**config.mk**
```make
export PLATFORM = sky130hd
export DESIGN_NAME = alu_req_arbiter
export DESIGN_NICKNAME = d
export VERILOG_FILES = /design/src/rtl/alu_pkg.sv /design/src/rtl/rr_arbiter.sv /design/src/rtl/alu_req_arbiter.sv
export SDC_FILE = /design/constraint.sdc
export NUM_CORES = 1
export LEC_CHECK = 0
export CAP_MARGIN = 25
export CORE_MARGIN = 10
export CORE_UTILIZATION = 47
export CTS_CLUSTER_DIAMETER = 150
export DETAILED_ROUTE_END_ITERATION = 16
export PLACE_DENSITY = 0.87
export SYNTH_ARGS = -nofsm -noshare
export SYNTH_HDL_FRONTEND = slang
export SYNTH_HIERARCHICAL = 1
export SYNTH_SLANG_ARGS = --single-unit
```
**constraint.sdc**
```tcl
create_clock -name clk -period 7.7 [get_ports clk]
set_input_delay 1.155 -clock clk [delete_from_list [all_inputs] [get_ports clk]]
set_output_delay 1.155 -clock clk [all_outputs]
set_load 0.01 [all_outputs]
```
**src/rtl/alu_pkg.sv**
```systemverilog
// Shared ALU definitions: operation codes, status bytes and the request-arbiter state/payload types.
package alu_pkg;

  localparam int unsigned DATA_W = 8;
  localparam int unsigned RES_W  = 16;
  localparam int unsigned STAT_W = 8;
  localparam int unsigned OP_W   = 3;
  localparam int unsigned CNT_W  = 16;

  typedef enum logic [OP_W-1:0] {
    CMD_ADD = 3'd0,
    CMD_SUB = 3'd1,
    CMD_MUL = 3'd2,
    CMD_AND = 3'd3,
    CMD_OR  = 3'd4,
    CMD_XOR = 3'd5,
    CMD_SHL = 3'd6
  } operation_t;

  localparam logic [STAT_W-1:0] S_NO_ERROR        = 8'h00;
  localparam logic [STAT_W-1:0] S_INVALID_COMMAND = 8'h01;
  localparam logic [STAT_W-1:0] S_TIMEOUT         = 8'h80;

  typedef enum logic [1:0] {
    IDLE  = 2'd0,
    ISSUE = 2'd1,
    WAIT  = 2'd2,
    RESP  = 2'd3
  } arb_state_t;

  // One operation as presented to the ALU; op is kept raw so unknown codes pass through.
  typedef struct packed {
    logic [DATA_W-1:0] a;
    logic [DATA_W-1:0] b;
    logic [OP_W-1:0]   op;
  } alu_cmd_t;

endpackage

```
**src/rtl/rr_arbiter.sv**
```systemverilog
// Combinational round-robin pick: first asserted request after ptr, wrapping modulo N_REQ.
module rr_arbiter #(
  parameter  int unsigned N_REQ = 4,
  localparam int unsigned IDW   = $clog2(N_REQ)
) (
  input  logic [N_REQ-1:0] req,
  input  logic [IDW-1:0]   ptr,
  output logic [N_REQ-1:0] gnt,
  output logic [IDW-1:0]   gnt_idx,
  output logic             gnt_valid
);

  logic [IDW-1:0] cand;

  always_comb begin
    gnt       = '0;
    gnt_idx   = '0;
    gnt_valid = 1'b0;
    cand      = '0;
    for (int unsigned off = 1; off <= N_REQ; off++) begin
      cand = IDW'((32'(ptr) + off) % N_REQ);
      if (!gnt_valid && req[cand]) begin
        gnt_valid = 1'b1;
        gnt_idx   = cand;
        gnt[cand] = 1'b1;
      end
    end
  end

endmodule

```
**src/rtl/alu_req_arbiter.sv**
```systemverilog
// Shares one ALU among N_REQ requesters: round-robin accept, issue, wait/timeout, tagged response.
module alu_req_arbiter
  import alu_pkg::*;
#(
  parameter  int unsigned N_REQ   = 4,
  parameter  int unsigned TIMEOUT = 255,
  localparam int unsigned IDW     = $clog2(N_REQ)
) (
  input  logic                    clk,
  input  logic                    rst_n,
  input  logic [N_REQ-1:0]        req_valid,
  output logic [N_REQ-1:0]        req_ready,
  input  logic [DATA_W*N_REQ-1:0] req_a,
  input  logic [DATA_W*N_REQ-1:0] req_b,
  input  logic [OP_W*N_REQ-1:0]   req_op,
  output logic                    alu_start,
  output logic [DATA_W-1:0]       alu_a,
  output logic [DATA_W-1:0]       alu_b,
  output logic [OP_W-1:0]         alu_op,
  input  logic                    alu_done,
  input  logic [RES_W-1:0]        alu_result,
  input  logic [STAT_W-1:0]       alu_status,
  output logic                    rsp_valid,
  input  logic                    rsp_ready,
  output logic [IDW-1:0]          rsp_id,
  output logic [RES_W-1:0]        rsp_data,
  output logic [STAT_W-1:0]       rsp_status,
  output logic                    busy,
  output logic                    spurious_done
);

  arb_state_t          state_q, state_d;
  alu_cmd_t            cmd_q, cmd_d;
  logic [IDW-1:0]      id_q, id_d;
  logic [IDW-1:0]      rr_ptr_q, rr_ptr_d;
  logic [CNT_W-1:0]    cnt_q, cnt_d;
  logic [RES_W-1:0]    rsp_data_q, rsp_data_d;
  logic [STAT_W-1:0]   rsp_status_q, rsp_status_d;
  logic                alu_start_q, alu_start_d;
  logic                rsp_valid_q, rsp_valid_d;
  logic                busy_q, busy_d;
  logic                spurious_q, spurious_d;

  logic [N_REQ-1:0]    gnt;
  logic [IDW-1:0]      gnt_idx;
  logic                gnt_valid;
  alu_cmd_t            cmd_in [N_REQ];

  for (genvar i = 0; i < N_REQ; i++) begin : g_unpack
    assign cmd_in[i] = {req_a[DATA_W*i +: DATA_W], req_b[DATA_W*i +: DATA_W], req_op[OP_W*i +: OP_W]};
  end

  rr_arbiter #(.N_REQ(N_REQ)) u_rr (
    .req       (req_valid),
    .ptr       (rr_ptr_q),
    .gnt       (gnt),
    .gnt_idx   (gnt_idx),
    .gnt_valid (gnt_valid)
  );

  // Grant is only offered from IDLE and never while reset is held.
  assign req_ready = (rst_n && (state_q == IDLE)) ? gnt : '0;

  always_comb begin
    state_d      = state_q;
    cmd_d        = cmd_q;
    id_d         = id_q;
    rr_ptr_d     = rr_ptr_q;
    cnt_d        = cnt_q;
    rsp_data_d   = rsp_data_q;
    rsp_status_d = rsp_status_q;
    alu_start_d  = 1'b0;
    spurious_d   = spurious_q | (alu_done && (state_q != WAIT));
    case (state_q)
      IDLE: begin
        if (gnt_valid) begin
          cmd_d       = cmd_in[gnt_idx];
          id_d        = gnt_idx;
          alu_start_d = 1'b1;
          state_d     = ISSUE;
        end
      end
      ISSUE: begin
        cnt_d   = '0;
        state_d = WAIT;
      end
      WAIT: begin
        // A completion on the final counted cycle still beats the timeout.
        if (alu_done) begin
          rsp_data_d   = alu_result;
          rsp_status_d = alu_status;
          state_d      = RESP;
        end else if (cnt_q == CNT_W'(TIMEOUT - 1)) begin
          rsp_data_d   = '0;
          rsp_status_d = S_TIMEOUT;
          state_d      = RESP;
        end else begin
          cnt_d = cnt_q + CNT_W'(1);
        end
      end
      RESP: begin
        if (rsp_ready) begin
          rr_ptr_d = id_q;
          state_d  = IDLE;
        end
      end
      default: state_d = IDLE;
    endcase
    rsp_valid_d = (state_d == RESP);
    busy_d      = (state_d != IDLE);
  end

  always_ff @(posedge clk or negedge rst_n) begin
    if (!rst_n) begin
      state_q      <= IDLE;
      cmd_q        <= '0;
      id_q         <= '0;
      rr_ptr_q     <= IDW'(N_REQ - 1);
      cnt_q        <= '0;
      rsp_data_q   <= '0;
      rsp_status_q <= '0;
      alu_start_q  <= 1'b0;
      rsp_valid_q  <= 1'b0;
      busy_q       <= 1'b0;
      spurious_q   <= 1'b0;
    end else begin
      state_q      <= state_d;
      cmd_q        <= cmd_d;
      id_q         <= id_d;
      rr_ptr_q     <= rr_ptr_d;
      cnt_q        <= cnt_d;
      rsp_data_q   <= rsp_data_d;
      rsp_status_q <= rsp_status_d;
      alu_start_q  <= alu_start_d;
      rsp_valid_q  <= rsp_valid_d;
      busy_q       <= busy_d;
      spurious_q   <= spurious_d;
    end
  end

  assign alu_start     = alu_start_q;
  assign alu_a         = cmd_q.a;
  assign alu_b         = cmd_q.b;
  assign alu_op        = cmd_q.op;
  assign rsp_valid     = rsp_valid_q;
  assign rsp_id        = id_q;
  assign rsp_data      = rsp_data_q;
  assign rsp_status    = rsp_status_q;
  assign busy          = busy_q;
  assign spurious_done = spurious_q;

endmodule

```
Word-level counts from Yosys, hierarchy flattened
Index checks and enable logic that the tools add are counted.
{"block": "totals", "reg_bits": 69, "latchBits": 0, "mem_bits_rw": 0, "mem_bits_ro": 0, "in_bits": 108, "out_inout_bits": 53, "wordCells": 106, "n_memories": 0}
{"block": "op_classes", "addsub": 5, "multipliers": 0, "n_div": 0, "magnitude_cmp": 9, "n_eq_ne": 8, "shifts": 0, "muxes": 46, "bitwise_logic": 5, "reduce_logical": 20}
{"operator": "16-bit two-way mux", "n": 4}
{"operator": "19-bit binary-select mux with 2-bit select", "n": 1}
{"operator": "19-bit two-way mux", "n": 2}
{"operator": "16-bit one-hot mux with 2 select lines", "n": 1}
{"operator": "4-bit two-way mux", "n": 5}
{"operator": "16-bit by 1-bit adder with 16-bit output (second input constant)", "n": 1}
{"operator": "16-bit by 8-bit equality test with 1-bit output (second input constant)", "n": 1}
{"operator": "2-bit two-way mux", "n": 8}
{"operator": "8-bit two-way mux", "n": 2}
{"operator": "1-bit two-way mux", "n": 14}
{"operator": "2-bit by 3-bit less-than comparator with 1-bit output (second input constant)", "n": 4}
{"operator": "4-bit OR", "n": 3}
{"operator": "1-bit logical AND", "n": 9}
{"operator": "1-bit binary-select mux with 2-bit select", "n": 4}
{"operator": "1-bit demux with 2-bit select", "n": 4}
{"operator": "2-bit by 1-bit greater-or-equal comparator with 1-bit output (second input constant)", "n": 4}
{"operator": "2-bit one-hot mux with 4 select lines", "n": 1}
{"operator": "2-bit equality test (second input constant)", "n": 3}
{"operator": "2-bit != test (second input constant)", "n": 3}
{"operator": "2-bit AND reduction", "n": 3}
{"operator": "2-bit nonzero test", "n": 3}
{"operator": "2-bit by 1-bit adder with 2-bit output (second input constant)", "n": 2}
{"operator": "2-bit adder (second input constant)", "n": 2}
{"operator": "3-bit greater-or-equal comparator (second input constant)", "n": 1}
{"operator": "6 further kinds", "n": 8}

Depth between registers and ports, before layout
{"block": "depth", "ltp_word": 17, "ltp_mapped": 12, "depth_no_buf": 9}

Hierarchy
The synthesis kept the hierarchy.
{"module": "alu_req_arbiter", "instances": 1, "cells_per_inst": 293, "area_each_um2": 3343.2, "seq_area_each_um2": 1729.2}
{"module": "rr_arbiter", "instances": 1, "cells_per_inst": 68, "area_each_um2": 525.5, "seq_area_each_um2": 0.0}

Least setup slack after synthesis
OpenSTA, ideal clock, no wires.
{"block": "synth_path", "path_type": "input to output", "start": "input port req_valid[0]", "end": "output port req_ready[0]", "arrival_time_ns": 2.391, "t_required_ns": 6.545, "slack_ns": 4.154, "cell_stages": 6, "n_path_buf": 1, "cell_sequence": "buf_6 > mux4_2 > nand2_1 > o21ai_1 > a221o_1 > and3_1"}
{"block": "synth_between", "elab_chain_len": 13, "word_cells_on_any_way": 25, "classes_between": "mux (16); bitwise (3); reduce/logical (6)"}
{"element": "start: declaration", "line": "alu_req_arbiter.sv:11", "source": "input logic [N_REQ-1:0] req_valid,"}
{"element": "1-bit binary-select mux with 2-bit select", "line": "rr_arbiter.sv:22", "source": "if (!gnt_valid && req[cand]) begin"}
{"element": "1-bit two-way mux (not written as such)", "line": "rr_arbiter.sv:22"}
{"element": "1-bit two-way mux", "line": "rr_arbiter.sv:22"}
{"element": "1-bit logical NOT", "line": "rr_arbiter.sv:22"}
{"element": "1-bit logical AND", "line": "rr_arbiter.sv:22"}
{"element": "1-bit two-way mux", "line": "rr_arbiter.sv:22"}
{"element": "1-bit logical NOT", "line": "rr_arbiter.sv:22"}
{"element": "1-bit logical AND", "line": "rr_arbiter.sv:22"}
{"element": "1-bit two-way mux", "line": "rr_arbiter.sv:22"}
{"element": "1-bit logical NOT", "line": "rr_arbiter.sv:22"}
{"element": "1-bit logical AND", "line": "rr_arbiter.sv:22"}
{"element": "4-bit two-way mux (*)", "line": "rr_arbiter.sv:22"}
{"element": "named net gnt[0]", "line": "alu_req_arbiter.sv:44", "source": "logic [N_REQ-1:0] gnt;"}
{"element": "4-bit two-way mux (*)", "line": "alu_req_arbiter.sv:62", "source": "assign req_ready = (rst_n && (state_q == IDLE)) ? gnt : '0;"}
{"element": "end: declaration", "line": "alu_req_arbiter.sv:12", "source": "output logic [N_REQ-1:0] req_ready,"}
The timed path passes the listed nets; every way through them passes the cells marked *. The select of a mux whose other input is x is not followed.

Worst setup path in the final report
{"block": "layout_path", "start": "input port req_valid[2]", "end": "output port req_ready[3]"}
Same word-level chain as after synthesis.

==> impl_metrics.tcl <==
set metrics [dict create \
    status "completed" \
    final_common_cell "clkdlybuf4s50_1" \
    io_buffers 160 \
    hpwl_mm 8.99 \
    layout_common_cells "clkdlybuf4s50_1 (159), nand2_1 (95), dfrtp_1 (67), a22o_1 (23), mux4_2 (20)" \
    cts_resized 0 \
    numCtsBuffers 9 \
    post_cts_buffers 0 \
    tightestPinTransition_ns 0.992 \
    leakagePower_nw 2.39 \
    row_count 33 \
    cts_hold_buffers 0 \
    drv_cap 0 \
    max_freq_ghz 0.211 \
    cp-start-kind "input pin" \
    wire_per_inst_microns 18.6 \
    grt_antenna_before_repair 0 \
    dp_cells 606 \
    fin_cells 622 \
    dieArea_sq_um 12300 \
    cts-htree-levels 3 \
    finalNetCount 630 \
    period_share 0.617 \
    cp_max_fo 10 \
    grt_pass1_wl_mm 18.9 \
    die_w_microns 111 \
    synth_cells 361 \
    timing.slew.headroom 0.339 \
    drtIter0Drc 168 \
    hp-class "reg2reg" \
    period_needed_ns 4.75 \
    yosys_most_used_dff "dfrtp_1" \
    crit_arrival_ns 3.59 \
    ir_drop_uv 173 \
    yosysSeqAreaShare 0.447 \
    worstSetupEndpointType "output port" \
    insertedDiodeCount 0 \
    yosysWarnings 6 \
    post-route-drc-count 0 \
    synth-async-reset-ratio 1.00 \
    io_pins 161 \
    die_height_microns 111 \
    clk_latency_ns 0.34 \
    overflow 0 \
    ant_nets 0 \
    routed_via_density 5.57 \
    finalWirelength_mm 11.5 \
    syn_area_sq_um 3870 \
    synthesis.nets 479 \
    required_ns 6.55 \
    yosysUniqueCellTypes 60 \
    cts.sinks 69 \
    tns_ns 0 \
    synth_largest_area_cell "dfrtp_1" \
    yosys-top-cells-area "dfrtp_1 (43%), mux4_2 (12%), nand2_1 (9.2%)" \
    final_hold_viol_count 0 \
    fin_util 0.699 \
    slew_viol_final 0 \
    p_per_area_nw_per_um2 339 \
    synth_edf_count 0 \
    drt_pass1_iterations 5 \
    clk_pin_slew_worst_paths_ns 0.07 \
    synth_top_cell_area_share 0.433 \
    cts_max_path_buffers 2 \
    start_util 0.478 \
    crit_type "in2out" \
    rsz0062_at_grt "no" \
    setup_viol 0 \
    track_usage 0.185 \
    synth_seq_cells 69 \
    postSynthAreaPerCell_sq_um 10.7 \
    place.gp.congestion 0.872 \
    synthToLayoutAreaGrowth_pct 46.1 \
    num_vias 3463 \
    grt_max_degree 74 \
    grt_pass1_vias 3740 \
    root_buffer "clkbuf_8" \
    coreArea_sq_um 8090 \
    drive_gt1_frac 0.104 \
    finalClockSkew_ns 0.00995 \
    cts_tree "built" \
]
## power by group
group	switching (mW)	internal [mW]
combinational	0.476	0.564
clock	0.142	0.116
sequential	0.116	0.504
## kinds of logic (layout without fill, tap and decap cells)
kind of cell | count (synthesis) | after routing | share of synthesized area
DFF | 69 | 69 | 0.447
muxes | 28 | 28 | 0.141
AOI/OAI and AO/OA | 73 | 73 | 0.151
and+or+nand+nor | 149 | 149 | 0.186
xor gates and xnor gates | 1 | 1 | 0.00226
buffers and inverters | 31 | 187 | 0.0407
adders and majority gates | 10 | 10 | 0.0323
## area by class of cell
cell class | instances | area [sq um]
clock buffer | 10 | 128
clock inverter | 6 | 38.8
fill | 596 | 2440
inverter | 10 | 37.5
multi-input combinational | 261 | 1980
sequential | 69 | 1730
tap | 105 | 131
timing repair buffer | 161 | 1610
## cells in the mapped netlist, drive strengths merged, types with 3 or more instances
master,n
nor2,10
clkbuf,15
nor2b,4
nand4,4
a221o,4
nor4,6
or3,3
mux2i,6
o311ai,3
o22ai,3
inv,10
o21ai,11
or4,5
a22o,23
nand2b,4
nand2,95
mux4,20
and3,5
a21oi,7
ha,10
dfrtp,67
buf,6
o211ai,6
## per-layer routing
layer  share of wire  routed length [microns]  GRT usage
met1            0.37                     4250      0.189
met2            0.50                     5740      0.313
met3            0.12                     1370      0.103
met4           0.017                      193     0.0590
met5               0                        0          0
## sequential cells by signal (all words and copies together), names as in the netlist, 2 cells and up
signal      count
rsp_id          2
rsp_status      8
rr_ptr_q        2
alu_a           8
alu_op          3
alu_b           8
cnt_q          16
state_q         2
rsp_data       16
## worst max-delay path, stage by stage
cell             delay [ns]
clkdlybuf4s50_1        0.68
or3b_1                 0.38
o21ai_1                0.08
a21oi_1                0.09
o22ai_2                0.31
a221o_1                0.20
and3_1                 0.14
clkdlybuf4s50_1        0.55
## worst paths after layout
kind / from / to / slack (ns) / depth (start not counted)
worst min-delay path: spurious_done / spurious_done / 0.47 / 1
worst min register to register: spurious_done / spurious_done / 0.47 / 1
min in group asynchronous: rst_n / rsp_data[1] / 0.94 / 1
max in group asynchronous: rst_n / alu_a[0] / 6.19 / 1
worst max register to register: rr_ptr_q[0] / alu_a[7] / 4.45 / 8
worst max-delay path: req_valid[2] / req_ready[3] / 2.95 / 8
## stage by stage
stage          hold WS [ns]  power (mW)  area [sq um]  setup WS (ns)
6_report              0.467        1.92          5650           2.95
5_1_grt               0.484        2.06          5650           2.82
4_1_cts               0.464        1.94          5650           2.97
3_5_place_dp          0.451        1.67          5490           2.97
3_3_place_gp          0.439        1.64          5490           3.06
2_1_floorplan         0.446        1.25          3870           4.15
(Power assumes the default switching activity.)
==> RTL edit 1, RTL diff (same settings) <==
Compare `cnt_q` against `CNT_W'(TIMEOUT - 1)` with >= in place of ==.
--- a/src/rtl/alu_req_arbiter.sv
+++ b/src/rtl/alu_req_arbiter.sv
@@ -90,7 +90,7 @@
           rsp_data_d   = alu_result;
           rsp_status_d = alu_status;
           state_d      = RESP;
-        end else if (cnt_q == CNT_W'(TIMEOUT - 1)) begin
+        end else if (cnt_q >= CNT_W'(TIMEOUT - 1)) begin
           rsp_data_d   = '0;
           rsp_status_d = S_TIMEOUT;
           state_d      = RESP;
Behaviour: same outputs for any inputs over 4 cycles, from zero or initial values and one cycle with rst_n low; that may be too few to reach the edited logic, so the function may still have changed.
==> RTL edit 1 against the unedited design <==
Setup slack worse by 0.013 ns. Fmax is 0.28% lower. Die area fell by 2.5%. Critical endpoint is now req_ready[1]. Final area fell by 1.3%. Clock skew increased by 0.0025 ns. Synthesized cell count fell by 16%. Area after synthesis fell by 3.0%. Total power up 7.7%. Combinational power up 8%. Sequential cell count is the same. Clock power is 19% higher. Largest cell class unchanged. Highest routed layer unchanged. Wire length rose by 0.12%. Non-clock buffer count rose by 2.
==> RTL edit 1: results (changes against the unedited design) <==
status = finished, final reports clean (unchanged)
CP arrival = 3.61 ns (was 3.59 ns)
P_leak = 2.28 nW (was 2.39 nW)
Reg2Reg Depth = 7 (was 8)
routed len/inst = 20.6 microns (was 18.6 microns)
first-pass iteration count of the detailed router = 4 (was 5)
Inst Count DP = 546 (was 606)
post-synth cell types = 55 (was 60)
global-route wire length before repair = 18.3 mm (was 18.9 mm)
layout filler cell count = 529 (was 596)
Hold WS = 0.458 ns (was 0.467 ns)
reg2reg setup slack = 4.25 ns (was 4.45 ns)
synth top area cells = dfrtp_1, mux4_2, mux2_2 (was dfrtp_1, mux4_2, nand2_1)
post-synthesis async set-or-reset flop share = 1.00 (unchanged)
share of layout cells above drive strength 1 = 0.170 (was 0.104)
Slew HR = 0.379 (was 0.339)
register area share after synthesis = 0.461 (was 0.447)
post-synthesis net count = 421 (was 479)
most frequent cells after synthesis = dfrtp_1, a22o_1, mux2_2, mux4_2, nand2_1 (was nand2_1, dfrtp_1, a22o_1, mux4_2, clkbuf_1)
DP Area = 5370 sq um (was 5490 sq um)
R2R Path End = alu_a[0]$_DFFE_PN0P_ (was alu_a[7]$_DFFE_PN0P_)
initial DRC count = 148 (was 168)
syn_area_per_cell = 12.4 sq um (was 10.7 sq um)
RD Place Congestion = 0.912 (was 0.872)
DR vias = 3192 (was 3463)
number of global-route vias before repair = 3471 (was 3740)
GRT Total Usage = 0.194 (was 0.185)
Clock Skews = 0.0124 ns (was 0.00995 ns)
Peak VDD IR = 0.179 mV (was 0.173 mV)
==> RTL edit 1: critical path, stage by stage <==
cell             delay (ns)
clkdlybuf4s50_1        0.68
or3b_1                 0.38
o21ai_1                0.09
a21oi_1                0.09
o22ai_2                0.31
a221o_1                0.20
and3_1                 0.15
clkdlybuf4s50_1        0.56
==> RTL edit 1: worst max-delay path by stage <==
stage | cells past startpoint | slack [ns] | start | endpoint
2_1_floorplan | 9 | 4.05 | req_valid[0] | alu_a[3]$_DFFE_PN0P_
3_3_place_gp | 8 | 3.07 | req_valid[2] | req_ready[0]
3_5_place_dp | 8 | 2.96 | req_valid[2] | req_ready[1]
4_1_cts | 8 | 2.96 | req_valid[2] | req_ready[1]
5_1_grt | 8 | 2.81 | req_valid[2] | req_ready[3]
6_report | 8 | 2.94 | req_valid[2] | req_ready[1]
==> RTL edit 1: layer usage <==
| metal | GRT usage | vias to the layer above | part of all wire |
|---|---|---|---|
| met4 | 0.0567 | 0 | 0.014 |
| met5 | 0 | - | 0 |
| li1 | - | 1461 | - |
| met2 | 0.337 | 139 | 0.52 |
| met3 | 0.0960 | 14 | 0.11 |
| met1 | 0.204 | 1578 | 0.35 |
==> RTL edit 1: final cells by class <==
| cell class | count | area, sq um | share of cell area |
|---|---|---|---|
| repair buffers | 163 | 1620 | 0.290 |
| flip-flops and latches | 69 | 1730 | 0.310 |
| clock buffers | 10 | 138 | 0.0247 |
| multi-input cells | 206 | 1870 | 0.336 |
| clock inverters | 6 | 71.3 | 0.0128 |
| inverters | 6 | 22.5 | 0.00404 |
| well taps | 102 | 128 | 0.0229 |
==> RTL edit 1: cell families after synthesis <==
family,count (synthesis),synth area share
and+or+nand+nor,79,0.112
adders and majority gates,10,0.0334
muxes,46,0.200
DFF,69,0.461
AOI/OAI and AO/OA,71,0.153
buffers and inverters,28,0.0397
==> RTL edit 1: report_power, final <==
group	total (mW)	switching [mW]	internal (mW)	leakage, nW
combinational	1.12	0.482	0.641	1.32
clock	0.307	0.147	0.161	0.0991
sequential	0.636	0.128	0.509	0.853
==> RTL edit 1: metrics by stage <==
stage	worst slack, ns	total power, mW
6_report	2.94	2.07
5_1_grt	2.81	2.19
4_1_cts	2.96	2.09
3_5_place_dp	2.96	1.77
3_3_place_gp	3.07	1.73
2_1_floorplan	4.05	1.31
==> RTL edit 2, RTL diff (config.mk and constraints unchanged) <==
Without the edit above. `N_REQ` is set to 4 in 2 places; all go to 8.
--- a/src/rtl/rr_arbiter.sv
+++ b/src/rtl/rr_arbiter.sv
@@ -1,6 +1,6 @@
 // Combinational round-robin pick: first asserted request after ptr, wrapping modulo N_REQ.
 module rr_arbiter #(
-  parameter  int unsigned N_REQ = 4,
+  parameter  int unsigned N_REQ = 8,
   localparam int unsigned IDW   = $clog2(N_REQ)
 ) (
   input  logic [N_REQ-1:0] req,
--- a/src/rtl/alu_req_arbiter.sv
+++ b/src/rtl/alu_req_arbiter.sv
@@ -2,7 +2,7 @@
 module alu_req_arbiter
   import alu_pkg::*;
 #(
-  parameter  int unsigned N_REQ   = 4,
+  parameter  int unsigned N_REQ   = 8,
   parameter  int unsigned TIMEOUT = 255,
   localparam int unsigned IDW     = $clog2(N_REQ)
 ) (
Interface: changed (6 resized); port bits go from 161 to 246. The function was not compared with the original's and may differ.
==> RTL edit 2 against the unedited design <==
Fmax is 21% lower. Highest routed layer unchanged. Sequential cell count is 2 higher. Critical path type is now flop to primary output. Wire length is 73% higher. Area after synthesis is 42% higher. Setup slack worse by 1.3 ns. Synthesized cell count is 42% higher. Total power is 110% higher. Largest power group unchanged. Global-route usage is 5.2 points higher. Critical endpoint is now req_ready[5]. Final area is 48% higher.
==> RTL edit 2: results (changes against the unedited design) <==
status = finished, final reports clean (unchanged)
CP Max Fanout = 16 (was 10)
Root Driver = clkbuf_16 (was clkbuf_8)
DR vias = 5342 (was 3463)
Peak VDD IR = 0.349 mV (was 0.173 mV)
synth top area cells = dfrtp_1, mux4_2, mux2i_1 (was dfrtp_1, mux4_2, nand2_1)
multiplexer area fraction after synthesis = 0.317 (was 0.141)
met2 routed WL = 10.1 mm (was 5.74 mm)
reg2reg setup slack = 2.22 ns (was 4.45 ns)
global-route wire length before repair = 30.9 mm (was 18.9 mm)
syn_area_per_cell = 10.7 sq um (about the same)
GR Util met2 = 0.408 (was 0.313)
adder-cell share of the synthesized area = 0.0182 (was 0.0323)
GRT Total Usage = 0.237 (was 0.185)
Total Wirelength = 20.0 mm (was 11.5 mm)
Inst Count DP = 867 (was 606)
Layout Nets = 932 (was 630)
initial DRC count = 420 (was 168)
CP arrival = 4.85 ns (was 3.59 ns)
Met1 Routed Length = 7.24 mm (was 4.25 mm)
register area share after synthesis = 0.324 (was 0.447)
largest net degree at the start of global routing = 80 (was 74)
layout filler cell count = 796 (was 596)
DP Worst Slack = 1.94 ns (was 2.97 ns)
post-synth cell types = 62 (was 60)
Sequential cell area = 1780 sq um (was 1730 sq um)
-- RTL edit 2: report_power, final --
| group | internal [mW] | switching [mW] |
|---|---|---|
| clock | 0.285 | 0.165 |
| combinational | 1.55 | 1.43 |
| sequential | 0.531 | 0.136 |
| total | 2.36 | 1.73 |
-- RTL edit 2: final timing paths --
kind	to	cells after the start	from
setup reg to reg	alu_b[1]$_DFFE_PN0P_	12	rr_ptr_q[1]$_DFFE_PN1P_
max in group asynchronous	rr_ptr_q[1]$_DFFE_PN1P_	2	rst_n
min in group asynchronous	rsp_data[10]$_DFFE_PN0P_	1	rst_n
hold reg to reg	spurious_done$_DFF_PN0_	1	spurious_done$_DFF_PN0_
hold / removal	spurious_done$_DFF_PN0_	1	spurious_done$_DFF_PN0_
setup / recovery	req_ready[5]	10	rr_ptr_q[1]$_DFFE_PN1P_
-- RTL edit 2: final cells by class --
type / instances / share of cell area
Timing Repair Buffer: 254 / 0.304
Tap cell: 143 / 0.0213
Inverter: 9 / 0.00403
Sequential cell: 71 / 0.212
Clock inverter: 6 / 0.0107
Clock buffer: 10 / 0.0273
Multi-Input combinational cell: 391 / 0.421
-- RTL edit 2: cell families (layout without fill, tap and decap cells) --
group,count (synthesis),after routing
flip-flops,71,71
XOR/XNOR,3,3
multiplexers,107,107
AND/OR/NAND/NOR,165,165
AO/OA/AOI/OAI,108,108
adder cells (fa/ha/maj),8,8
buffers and inverters,49,279
-- RTL edit 2: critical path, cell delays in order, from the launching register on --
cell and delay (ns):
dfstp_2 0.75, inv_1 0.21, ha_1 0.74, inv_1 0.22, mux4_2 0.58, nor4b_4 0.43, nor4b_4 0.48, a221o_1 0.24
mux2_2 0.14, and3_1 0.15, clkdlybuf4s50_1 0.55
